## config.mk

```make
export PLATFORM = sky130hd
export DESIGN_NAME = key_load_ctrl
export DESIGN_NICKNAME = d
export VERILOG_FILES = /design/src/rtl/key_load_ctrl.sv
export SDC_FILE = /design/constraint.sdc
export NUM_CORES = 1
export LEC_CHECK = 0
export CAP_MARGIN = 20
export CORE_UTILIZATION = 50
export CTS_CLUSTER_SIZE = 25
export DETAILED_ROUTE_END_ITERATION = 10
export PLACE_DENSITY = 0.71
export SLEW_MARGIN = 20
export SYNTH_ARGS = -nofsm -noshare
export SYNTH_HDL_FRONTEND = slang
export SYNTH_SLANG_ARGS = --single-unit
```

## constraint.sdc

```tcl
create_clock -name clk -period 2.3 [get_ports clk]
set_clock_uncertainty 0.1 [all_clocks]
set_input_delay 0.345 -clock clk [delete_from_list [all_inputs] [get_ports clk]]
set_output_delay 0.345 -clock clk [all_outputs]
set_load 0.005 [all_outputs]
```

## src/rtl/key_load_ctrl.sv

```systemverilog
// Serial key loader that holds a locked FSM in reset until a full key is shifted in and applied.
// Optional KEY_PARITY_EN adds a key_par input checked against the shadow key before release.
module key_load_ctrl #(
  parameter int KEY_W     = 8,
  parameter int TIMEOUT   = 255,
  parameter int MAX_TRIES = 3
) (
  input  logic             clk,
  input  logic             rst,
  input  logic             start,
  input  logic             key_bit,
  input  logic             key_valid,
  output logic             key_ready,
  input  logic             relock,
`ifdef KEY_PARITY_EN
  input  logic             key_par,
`endif
  output logic [KEY_W-1:0] key_out,
  output logic             fsm_rst,
  output logic             fsm_en,
  output logic             key_done,
  output logic             busy,
  output logic             err,
  output logic             lockout
);

  localparam int CNT_W = $clog2(KEY_W + 1);
  localparam int TO_W  = $clog2(TIMEOUT + 1);
  localparam int TRY_W = 4;
  localparam logic [CNT_W-1:0] KEY_W_C   = CNT_W'(KEY_W);
  localparam logic [TO_W-1:0]  TO_LAST_C = TO_W'(TIMEOUT - 1);
  localparam logic [TRY_W-1:0] MAX_C     = TRY_W'(MAX_TRIES);

  typedef enum logic [2:0] {IDLE, LOAD, APPLY, RUN, LOCKOUT} state_t;

  state_t             state_reg, state_next;
  logic [CNT_W-1:0]   count_reg, count_next;
  logic [TO_W-1:0]    tcount_reg, tcount_next;
  logic [TRY_W-1:0]   tries_reg, tries_next;
  logic [KEY_W-1:0]   shadow_reg, shadow_next;
  logic [KEY_W-1:0]   key_out_reg, key_out_next;
  logic               key_ready_reg, key_ready_next;
  logic               fsm_rst_reg, fsm_rst_next;
  logic               fsm_en_reg, fsm_en_next;
  logic               key_done_reg, key_done_next;
  logic               busy_reg, busy_next;
  logic               err_reg, err_next;
  logic               lockout_reg, lockout_next;
  logic               xfer;
  logic               fail;
  logic               par_ok;
  logic [KEY_W-1:0]   wr_sel;

  // One-hot write strobe for the shadow bit addressed by the current count.
  generate
    for (genvar gi = 0; gi < KEY_W; gi++) begin : g_wr_sel
      assign wr_sel[gi] = (count_reg == CNT_W'(gi));
    end
  endgenerate

  assign xfer = key_valid & key_ready_reg;

`ifdef KEY_PARITY_EN
  logic par_reg, par_next;
  assign par_ok = ~((^shadow_reg) ^ par_reg);
`else
  assign par_ok = 1'b1;
`endif

  always_ff @(posedge clk) begin
    if (rst) begin
      state_reg     <= IDLE;
      count_reg     <= '0;
      tcount_reg    <= '0;
      tries_reg     <= '0;
      shadow_reg    <= '0;
      key_out_reg   <= '0;
      key_ready_reg <= 1'b0;
      fsm_rst_reg   <= 1'b1;
      fsm_en_reg    <= 1'b0;
      key_done_reg  <= 1'b0;
      busy_reg      <= 1'b0;
      err_reg       <= 1'b0;
      lockout_reg   <= 1'b0;
`ifdef KEY_PARITY_EN
      par_reg       <= 1'b0;
`endif
    end else begin
      state_reg     <= state_next;
      count_reg     <= count_next;
      tcount_reg    <= tcount_next;
      tries_reg     <= tries_next;
      shadow_reg    <= shadow_next;
      key_out_reg   <= key_out_next;
      key_ready_reg <= key_ready_next;
      fsm_rst_reg   <= fsm_rst_next;
      fsm_en_reg    <= fsm_en_next;
      key_done_reg  <= key_done_next;
      busy_reg      <= busy_next;
      err_reg       <= err_next;
      lockout_reg   <= lockout_next;
`ifdef KEY_PARITY_EN
      par_reg       <= par_next;
`endif
    end
  end

  always_comb begin
    state_next   = state_reg;
    count_next   = count_reg;
    tcount_next  = tcount_reg;
    tries_next   = tries_reg;
    shadow_next  = shadow_reg;
    key_out_next = key_out_reg;
    err_next     = 1'b0;
    fail         = 1'b0;
`ifdef KEY_PARITY_EN
    par_next     = par_reg;
`endif

    case (state_reg)
      IDLE: begin
        key_out_next = '0;
        if (start) begin
          state_next  = LOAD;
          count_next  = '0;
          tcount_next = '0;
          shadow_next = '0;
        end
      end
      LOAD: begin
        if (relock) begin
          state_next  = IDLE;
          shadow_next = '0;
          count_next  = '0;
          tcount_next = '0;
        end else if (count_reg == KEY_W_C) begin
          // Key is driven while fsm_rst is still held so it is stable before release.
          state_next   = APPLY;
          key_out_next = par_ok ? shadow_reg : '0;
        end else if (xfer) begin
          for (int i = 0; i < KEY_W; i++) begin
            if (wr_sel[i]) shadow_next[i] = key_bit;
          end
          count_next  = count_reg + CNT_W'(1);
          tcount_next = '0;
`ifdef KEY_PARITY_EN
          par_next    = key_par;
`endif
        end else if (tcount_reg == TO_LAST_C) begin
          fail = 1'b1;
        end else begin
          tcount_next = tcount_reg + TO_W'(1);
        end
      end
      APPLY: begin
        if (!par_ok) begin
          fail = 1'b1;
        end else begin
          state_next = RUN;
          tries_next = '0;
        end
      end
      RUN: begin
        if (relock) begin
          state_next   = IDLE;
          key_out_next = '0;
          shadow_next  = '0;
        end
      end
      LOCKOUT: key_out_next = '0;
      default: state_next = IDLE;
    endcase

    if (fail) begin
      err_next     = 1'b1;
      shadow_next  = '0;
      key_out_next = '0;
      count_next   = '0;
      tcount_next  = '0;
      tries_next   = tries_reg + TRY_W'(1);
      state_next   = (tries_next >= MAX_C) ? LOCKOUT : IDLE;
    end

    // Registered outputs are derived from the state being entered.
    key_ready_next = (state_next == LOAD) && (count_next != KEY_W_C);
    fsm_rst_next   = (state_next != RUN);
    fsm_en_next    = (state_next == RUN);
    key_done_next  = (state_next == RUN);
    busy_next      = (state_next == LOAD) || (state_next == APPLY);
    lockout_next   = (state_next == LOCKOUT);
  end

  assign key_out   = key_out_reg;
  assign key_ready = key_ready_reg;
  assign fsm_rst   = fsm_rst_reg;
  assign fsm_en    = fsm_en_reg;
  assign key_done  = key_done_reg;
  assign busy      = busy_reg;
  assign err       = err_reg;
  assign lockout   = lockout_reg;

endmodule

```

Yosys cells after proc, flatten, opt, wreduce, memory -nomap -nowiden --
Index checks and enable logic that the tools add are counted.
Word-level totals: word-level logic and storage cells 121, output and inout port bits 15, bits in registers 41
Cells by class: reductions and logical operators 20, bitwise operators 1, add/sub/neg operators 3, muxes and demuxes 43, eq/ne operators 34, magnitude comparators 1
Operators by type and width (number):
- 8-bit two-way mux | 11
- 8-bit case mux with 3 select lines | 2
- 6-bit AND reduction | 8
- 3-bit inequality test, second input constant | 10
- 4-bit two-way mux | 7
- 3-bit two-way mux | 6
- 4-bit by 3-bit equality test with 1-bit output, second input constant | 4
- 8-bit case mux with 2 select lines | 1
- 3-bit case mux with 5 select lines | 1
- 1-bit two-way mux | 14
- 3-bit by 2-bit equality test with 1-bit output, second input constant | 4
- 4-bit by 1-bit adder with 4-bit output, second input constant | 2
- 8-bit by 1-bit adder with 8-bit output, second input constant | 1
- 4-bit by 2-bit equality test with 1-bit output, second input constant | 2
- 8-bit equality test, second input constant | 1
- 2-bit inequality test, second input constant | 4
- 4-bit inequality test, second input constant | 2
- 4-bit case mux with 2 select lines | 1
- 4-bit AND reduction | 2
- 3-bit by 1-bit equality test with 1-bit output, second input constant | 2
- 3-bit equality test, second input constant | 2
- 3-bit nonzero test | 2
- 4-bit by 1-bit equality test with 1-bit output, second input constant | 1
- 4-bit equality test, second input constant | 1
- other kinds (9) | 11

Logic depth before layout (Yosys ltp) --
Gate-level depths: netlist of the first run.
depth in word-level cells 9, depth in mapped cells 9, mapped depth without buffers 7

Least setup slack after synthesis of the first run --
OpenSTA, ideal clock, no wires.
kind register to register, from register count_reg[0], to register tcount_reg[1], clock period less this slack 2.010 ns, setup slack 0.290 ns, arrival 1.823 ns, stages on the path, launching flop included 8, setup time 0.087 ns, path through dfxtp_1 > inv_1 > ha_1 > nor4bb_1 > o31ai_1 > o21ai_1 > nand3_1 > a211oi_1
On the way: cells in the longest elaborated chain, start to end 5, elaborated cells between the ends (all ways) 7
Ends and longest elaborated chain:
- start, declared | RTL line 37 | logic [CNT_W-1:0] count_reg, count_next;
- start signal, assigned | RTL line 90 | count_reg <= count_next;
- 4-bit equality test (*) | RTL line 137 | end else if (count_reg == KEY_W_C) begin
- 1-bit two-way mux | RTL line 137
- 1-bit two-way mux | RTL line 132 | if (relock) begin
- 1-bit two-way mux
- 2-bit OR reduction (no line)
- end signal, assigned | RTL line 91 | tcount_reg <= tcount_next;
- end, declared | RTL line 38 | logic [TO_W-1:0] tcount_reg, tcount_next;
Every way passes the cells marked *; elsewhere a longest branch is shown, timed or not. A chain may end at the register's enable or synchronous reset.

Worst setup path after layout of the first run --
from input port relock, to register tcount_reg[5]
On the way: cells in the longest elaborated chain, start to end 3, elaborated cells between the ends (all ways) 8
Ends and longest elaborated chain:
- start, declared | RTL line 14 | input logic relock,
- 1-bit two-way mux | RTL line 132
- 1-bit two-way mux
- 2-bit OR reduction (no line)
Parallel ways exist; a longest one is shown, timed or not.

==> summary.md, run 1 <==
| Metric | Value |
|---|---|
| Place WS | -140 ps |
| Final period util | between 90% and 100% |
| FF-to-FF setup slack | 200 ps |
| Vias | between 1500 and 2000 |
| Most frequent cell after synthesis | dfxtp_1 |
| DR vias/cell | between 5 and 6 |
| Slowest CP cell | or4b_4 |
| I/O Pins | 21 |
| Critical path, cell by cell | clkdlybuf4s50_1 > or4b_4 > o21ai_1 > nand3_1 > buf_4 > nor2_1 |
| P per Cell Area | roughly 550 mW/mm² |
| Total die area | 0.00453 mm² |
| Post-Syn Nets | about 260 |
| Cells after Synth | roughly 240 |
| DRC | 0 |
| Cts repair resizes | 0 |
| Vias in the first global route | between 1500 and 2000 |
| Setup Buffers After CTS | 0 |
| CTS tree | done |
| First-pass GRT wire length | 7620 µm |
| Wire per inst | around 14 µm |
| NetSw | about 0.00032 W |
| Critical Path RT | about 2400 ps |
| Largest delay share family, worst path | simple AND/OR/NAND/NOR gates |
| Crit path DAT | 2310 ps |
| #FFs+latches synth | 41 |
| Rel. slew slack | between 60% and 70% |
| Gr usage total | roughly 22% |
| Commonest cells post-synth | dfxtp_1 (41), a21oi_1 (30), nor2_1 (29) |
| Hold Vio Cnt, Final | 0 |
| Synth top area share | slightly below 40% |
| Die Span Y | 67.3 µm |
| Share of layout cells above drive strength 1 | 15.5% |
| Post-CTS Hold Buffers | 0 |
| YS warnings | 0 |
| Max Cap Viol | 0 |
| Pins Over Slew Limit | 0 |
| Post-DP HPWL | between 3000 and 4000 µm |
| Static Leak | 1.05 nW |
| FILL cells | approximately 360 |
| Drt pass-1 iters | 4 |
| RSZ-0062 raised after global routing | no |
| Number of enable flip-flop cells after synthesis | 0 |
| Cell taking the most area after synthesis | dfxtp_1 |
| Synth Cell Area | approximately 0.0021 mm² |
| Fmax | around 460 MHz |
| Final setup margin | between 100 and 150 ps |
| Initial Utilization | 52.6% |
| CP max FO | 6 |
| # rows | 23 |
| Buf+Inv Stages, Crit Path | 2 |
| Async SR Flop Fraction | 0% |
| CP max stage delay | 640 ps |
| Clock buffer count from CTS | 5 |
| Worst-path clk slew | approximately 80 ps |
| Crit path kind | in -> reg |
| Internal power | 0.00114 W |
| Hold WS | roughly 370 ps |
| CTS Buffer Depth | 2 |
| Sequential-to-total area share from yosys stat | between 30 and 40% |
| Final Setup Violations | 0 |
| Remaining global-route overflow | 0 |
| Worst skew pair latency | 290 ps |
| Final net count | slightly below 300 |
| Syn-to-layout area delta | 24.6% |
| CTS Sinks | 41 |
| Post-synth cell types | 50 |
| Status | finished, final reports clean |
| Core box area | between 0.004 and 0.005 mm² |
| Final wirelength | between 4000 and 5000 µm |
| Antenna diodes | 0 |
| Post-DRT Antenna Nets | 0 |
| Main synth FF type | dfxtp_1 |
| Comb power frac | a little under a tenth |
| Clk pwr share | about two fifths |
| Worst slew pin tran | 466 ps |
| Worst VDD drop | 459 µV |
| Pin count of the biggest net entering global routing | 22 |
| Seq pwr share | approximately 50% |
| Chip Width | about 67 µm |
| Clk root buf | clkbuf_8 |
| Iter 0 DRT Violations | 126 |
| Antenna violations before repair | 0 |
| Synth top area cells | dfxtp_1 (38%), a21oi_1 (7.0%), nor2_1 (5.1%) |
| Final min period | 2180 ps |
| GP Congestion | between 0.9 and 1 |
| Mean Syn Cell Area | 8.78 µm² |
| HP Class | reg -> reg |
| Critical Path Source Type | primary input |
| Switching part of the total power | ~22% |
| I/O Buffers | 20 |
| Crit path capture type | register |
| H-tree depth | 2 |
[worst min-delay path, delay by kind of cell, from the launching register on]
kind | cells | cell delay (ps)
compound gates | 2 | 120
flops | 1 | 310
[layout make-up]
class | instances | area, µm² | area share (%)
inverters | 7 | 26.3 | 0.988
clock inverters | 1 | 30.0 | 1.13
repair buffers | 45 | 413 | 15.5
flip-flops and latches | 41 | 821 | 30.9
well taps | 50 | 62.6 | 2.35
multi-input cells | 183 | 1220 | 45.9
clock buffers | 7 | 86.3 | 3.25
[through the flow]
step           utilization, %  TNS [ps]  power, W  cells  cell area, µm²
2_1_floorplan               -         0  0.000818    243            2130
3_3_place_gp             62.7     -1040  0.000881    326            2540
3_5_place_dp             62.7     -1300  0.000881    326            2540
4_1_cts                  65.6         0   0.00148    334            2660
5_1_grt                  65.6         0   0.00152    334            2660
6_report                 65.6         0   0.00146    334            2660
[power by group through the flow]
stage	logic, W	clock network (W)	registers [W]
after floorplan	0.0000789	0	0.000739
after global placement	0.000138	0	0.000743
after detailed placement	0.000139	0	0.000743
after CTS	0.000140	0.000610	0.000726
after global routing	0.000150	0.000639	0.000728
final	0.000140	0.000597	0.000726
[final timing paths]
check                                endpoint          start  cells after the start
worst max-delay path            tcount_reg[5]         relock                      6
worst min-delay path            shadow_reg[2]  shadow_reg[2]                      2
worst max register to register  tcount_reg[5]   count_reg[0]                      8
worst min register to register  shadow_reg[2]  shadow_reg[2]                      2
[metal layers]
metal | up-vias | global-route usage [%] | part of all wire [%]
met1 | 854 | 31.1 | 51
met4 | 0 | 6.38 | 0.60
met3 | 2 | 6.42 | 5.2
li1 | 946 | - | -
met2 | 56 | 33.6 | 43
met5 | - | 0 | 0
[cells in the final DEF (no fill, tap or decap), drive strengths merged, types with 5 or more instances in the layout]
| cell type | instances |
|---|---|
| a21oi | 30 |
| o31ai | 9 |
| and2 | 11 |
| nor3 | 7 |
| buf | 25 |
| mux2i | 10 |
| clkdlybuf4s50 | 20 |
| dfxtp | 41 |
| clkbuf | 7 |
| nand3 | 7 |
| nand2 | 18 |
| ha | 8 |
| nor2 | 29 |
| o21ai | 6 |
| xnor2 | 5 |
| inv | 7 |
[kinds of logic (layout without fill, tap and decap cells)]
| logic type | Yosys count | count (layout) | share of synthesized area [%] |
|---|---|---|---|
| fa+ha+maj | 8 | 8 | 4.69 |
| buf+inv | 19 | 60 | 4.34 |
| compound gates | 58 | 58 | 17.4 |
| mux | 10 | 10 | 4.69 |
| flops | 41 | 41 | 38.5 |
| xor+xnor | 7 | 7 | 2.87 |
| simple gates | 100 | 100 | 27.6 |
Note: power is estimated with default switching activity, not from simulation.
==> run 2, diff against run 1 <==
- CORE_ASPECT_RATIO: unset -> 1.5
==> run 2 against run 1 <==
Net effect: worst setup slack improved by 20 ps; die area increased by 0.11%; core utilization decreased by 0.74 points; clock power decreased by 22%; final cell count decreased by 1.5%; sequential power about the same; largest power group unchanged; highest routed layer unchanged; design area decreased by 1.8%; clock-buffer cell count decreased by 2.
==> summary.md, run 2 (synthesis gave the netlist of run 1 again) <==
| Metric | Value |
|---|---|
| Status | finished, final reports clean (unchanged) |
| Clk root buf | clkbuf_8 (unchanged) |
| Largest delay share family, worst path | compound AO/OA/AOI/OAI gates (was simple AND/OR/NAND/NOR gates) |
| FILL cells | 353 (was 357) |
| Final setup margin | 143 ps (was 124 ps) |
| Pin count of the biggest net entering global routing | 22 (unchanged) |
| GP Congestion | 0.859 (was 0.905) |
| Final min period | 2160 ps (was 2180 ps) |
| Hold WS | 366 ps (was 367 ps) |
| H-tree depth | 2 (unchanged) |
| Cts repair resizes | 0 (unchanged) |
| Vias | 1893 (was 1858) |
| I/O Pins | 21 (unchanged) |
| Rel. slew slack | 65.6% (was 68.5%) |
| CTS Sinks | 41 (unchanged) |
| P per Cell Area | 510 mW/mm² (was 550 mW/mm²) |
| Core box area | 0.00403 mm² (was 0.00406 mm²) |
| Most frequent cells in the layout | dfxtp_1 (41), a21oi_1 (30), nor2_1 (29) (unchanged) |
| Final period util | 93.8% (was 94.6%) |
| Critical Path RT | 2410 ps (was 2430 ps) |
| Crit path DAT | 2270 ps (was 2310 ps) |
| CP max stage delay | 620 ps (was 640 ps) |
| Static Leak | 1.02 nW (was 1.05 nW) |
| I/O Buffers | 20 (unchanged) |
| Final wirelength | 4820 µm (was 4520 µm) |
| HP Class | reg -> reg (unchanged) |
| Antenna violations before repair | 0 (unchanged) |
| Fmax | 464 MHz (was 459 MHz) |
| Place WS | -131 ps (was -140 ps) |
| Worst-path clk slew | 80 ps (about the same) |
| Final Setup Violations | 0 (unchanged) |
| Syn-to-layout area delta | 22.3% (was 24.6%) |
| Crit path capture type | register (unchanged) |
| Wire per inst | 14.6 µm (was 13.5 µm) |
| CP max FO | 6 (unchanged) |
| # rows | 28 (was 23) |
| Critical Path Source Type | primary input (unchanged) |
| Total die area | 0.00454 mm² (was 0.00453 mm²) |
| Vias in the first global route | 1872 (was 1663) |
| Worst slew pin tran | 509 ps (was 466 ps) |
| Die Span Y | 82.0 µm (was 67.3 µm) |
| First-pass GRT wire length | 8200 µm (was 7620 µm) |
| Remaining global-route overflow | 0 (unchanged) |
| Gr usage total | 22.9% (was 22.5%) |
| Share of layout cells above drive strength 1 | 15.8% (was 15.5%) |
| DR vias/cell | 5.75 (was 5.56) |
| Hold Vio Cnt, Final | 0 (unchanged) |
| Most common cell after layout, fill and taps aside | dfxtp_1 (unchanged) |
| Post-DRT Antenna Nets | 0 (unchanged) |
| Critical path, cell by cell | clkdlybuf4s50_1 > or4b_4 > o21ai_1 > o21ai_0 > a311oi_1 (was clkdlybuf4s50_1 > or4b_4 > o21ai_1 > nand3_1 > buf_4 > nor2_1) |
| Placed cell count | 321 (was 326) |
| Buf+Inv Stages, Crit Path | 1 (was 2) |
| RSZ-0062 raised after global routing | no (unchanged) |
| Clock buffer count from CTS | 5 (unchanged) |
| Slowest CP cell | or4b_4 (unchanged) |
| Core Util, Final | 64.8% (was 65.6%) |
| CTS Buffer Depth | 2 (unchanged) |
| Max Cap Viol | 0 (unchanged) |
| FF/Latch Area | 821 µm² (unchanged) |
| Pins Over Slew Limit | 0 (unchanged) |
| Non-filler cells, final | 329 (was 334) |
| Post-DP HPWL | 3580 µm (was 3270 µm) |
| Worst skew pair latency | 300 ps (was 290 ps) |
| Multi-input logic area | 0.00122 mm² (unchanged) |
| Crit path kind | in -> reg (unchanged) |
| CTS tree | done (unchanged) |
| Worst VDD drop | 456 µV (was 459 µV) |
| DRC | 0 (unchanged) |
| Final net count | 297 (unchanged) |
| Iter 0 DRT Violations | 57 (was 126) |
| Setup TNS | 0 ps (unchanged) |
| Post-CTS Hold Buffers | 0 (unchanged) |
| Drt pass-1 iters | 4 (unchanged) |
| Antenna diodes | 0 (unchanged) |
| Setup Buffers After CTS | 0 (unchanged) |
| Initial Utilization | 53.0% (was 52.6%) |
| Chip Width | 55.4 µm (was 67.3 µm) |
-- run 2: per-layer routing --
layer / GRT usage, % / wire [µm] / share of wire [%] / vias up
li1: - / - / - / 948
met3: 4.72 / 172 / 3.6 / 8
met5: 0 / 0 / 0 / -
met4: 9.50 / 90 / 1.9 / 0
met2: 45.4 / 2570 / 53 / 40
met1: 23.2 / 1980 / 41 / 897
-- run 2: area by class of cell --
class	count	area share (%)
timing repair buffer	45	15.3
multi-input combinational	183	46.8
inverter	7	1.01
sequential	41	31.4
clock buffer	5	2.64
tap	45	2.16
clock inverter	3	0.671
-- run 2: per-stage QoR --
step	area [µm²]	total power [W]
after global placement	2520	0.000880
after floorplan	2130	0.000818
after CTS	2610	0.00134
after detailed placement	2520	0.000881
final	2610	0.00133
after global routing	2610	0.00137
-- run 2: where the power goes --
group	internal (W)	leakage (nW)	total (W)	switching, W
Sequential	0.000717	0.331	0.000726	0.00000893
Combinational	0.0000663	0.650	0.000140	0.0000737
Clock	0.000209	0.0439	0.000465	0.000256
-- run 2: final timing paths --
check,start,end,slack (ps),depth (start not counted)
worst max-delay path,relock,key_ready,140,5
worst min-delay path,shadow_reg[7],shadow_reg[7],370,2
worst max register to register,count_reg[1],key_ready,190,7
worst min register to register,shadow_reg[7],shadow_reg[7],370,2
-- run 2: tightest hold or removal path, stage by stage, from the launching register on --
cell     delay, ps
dfxtp_1        310
o31ai_1         60
a21oi_1         50
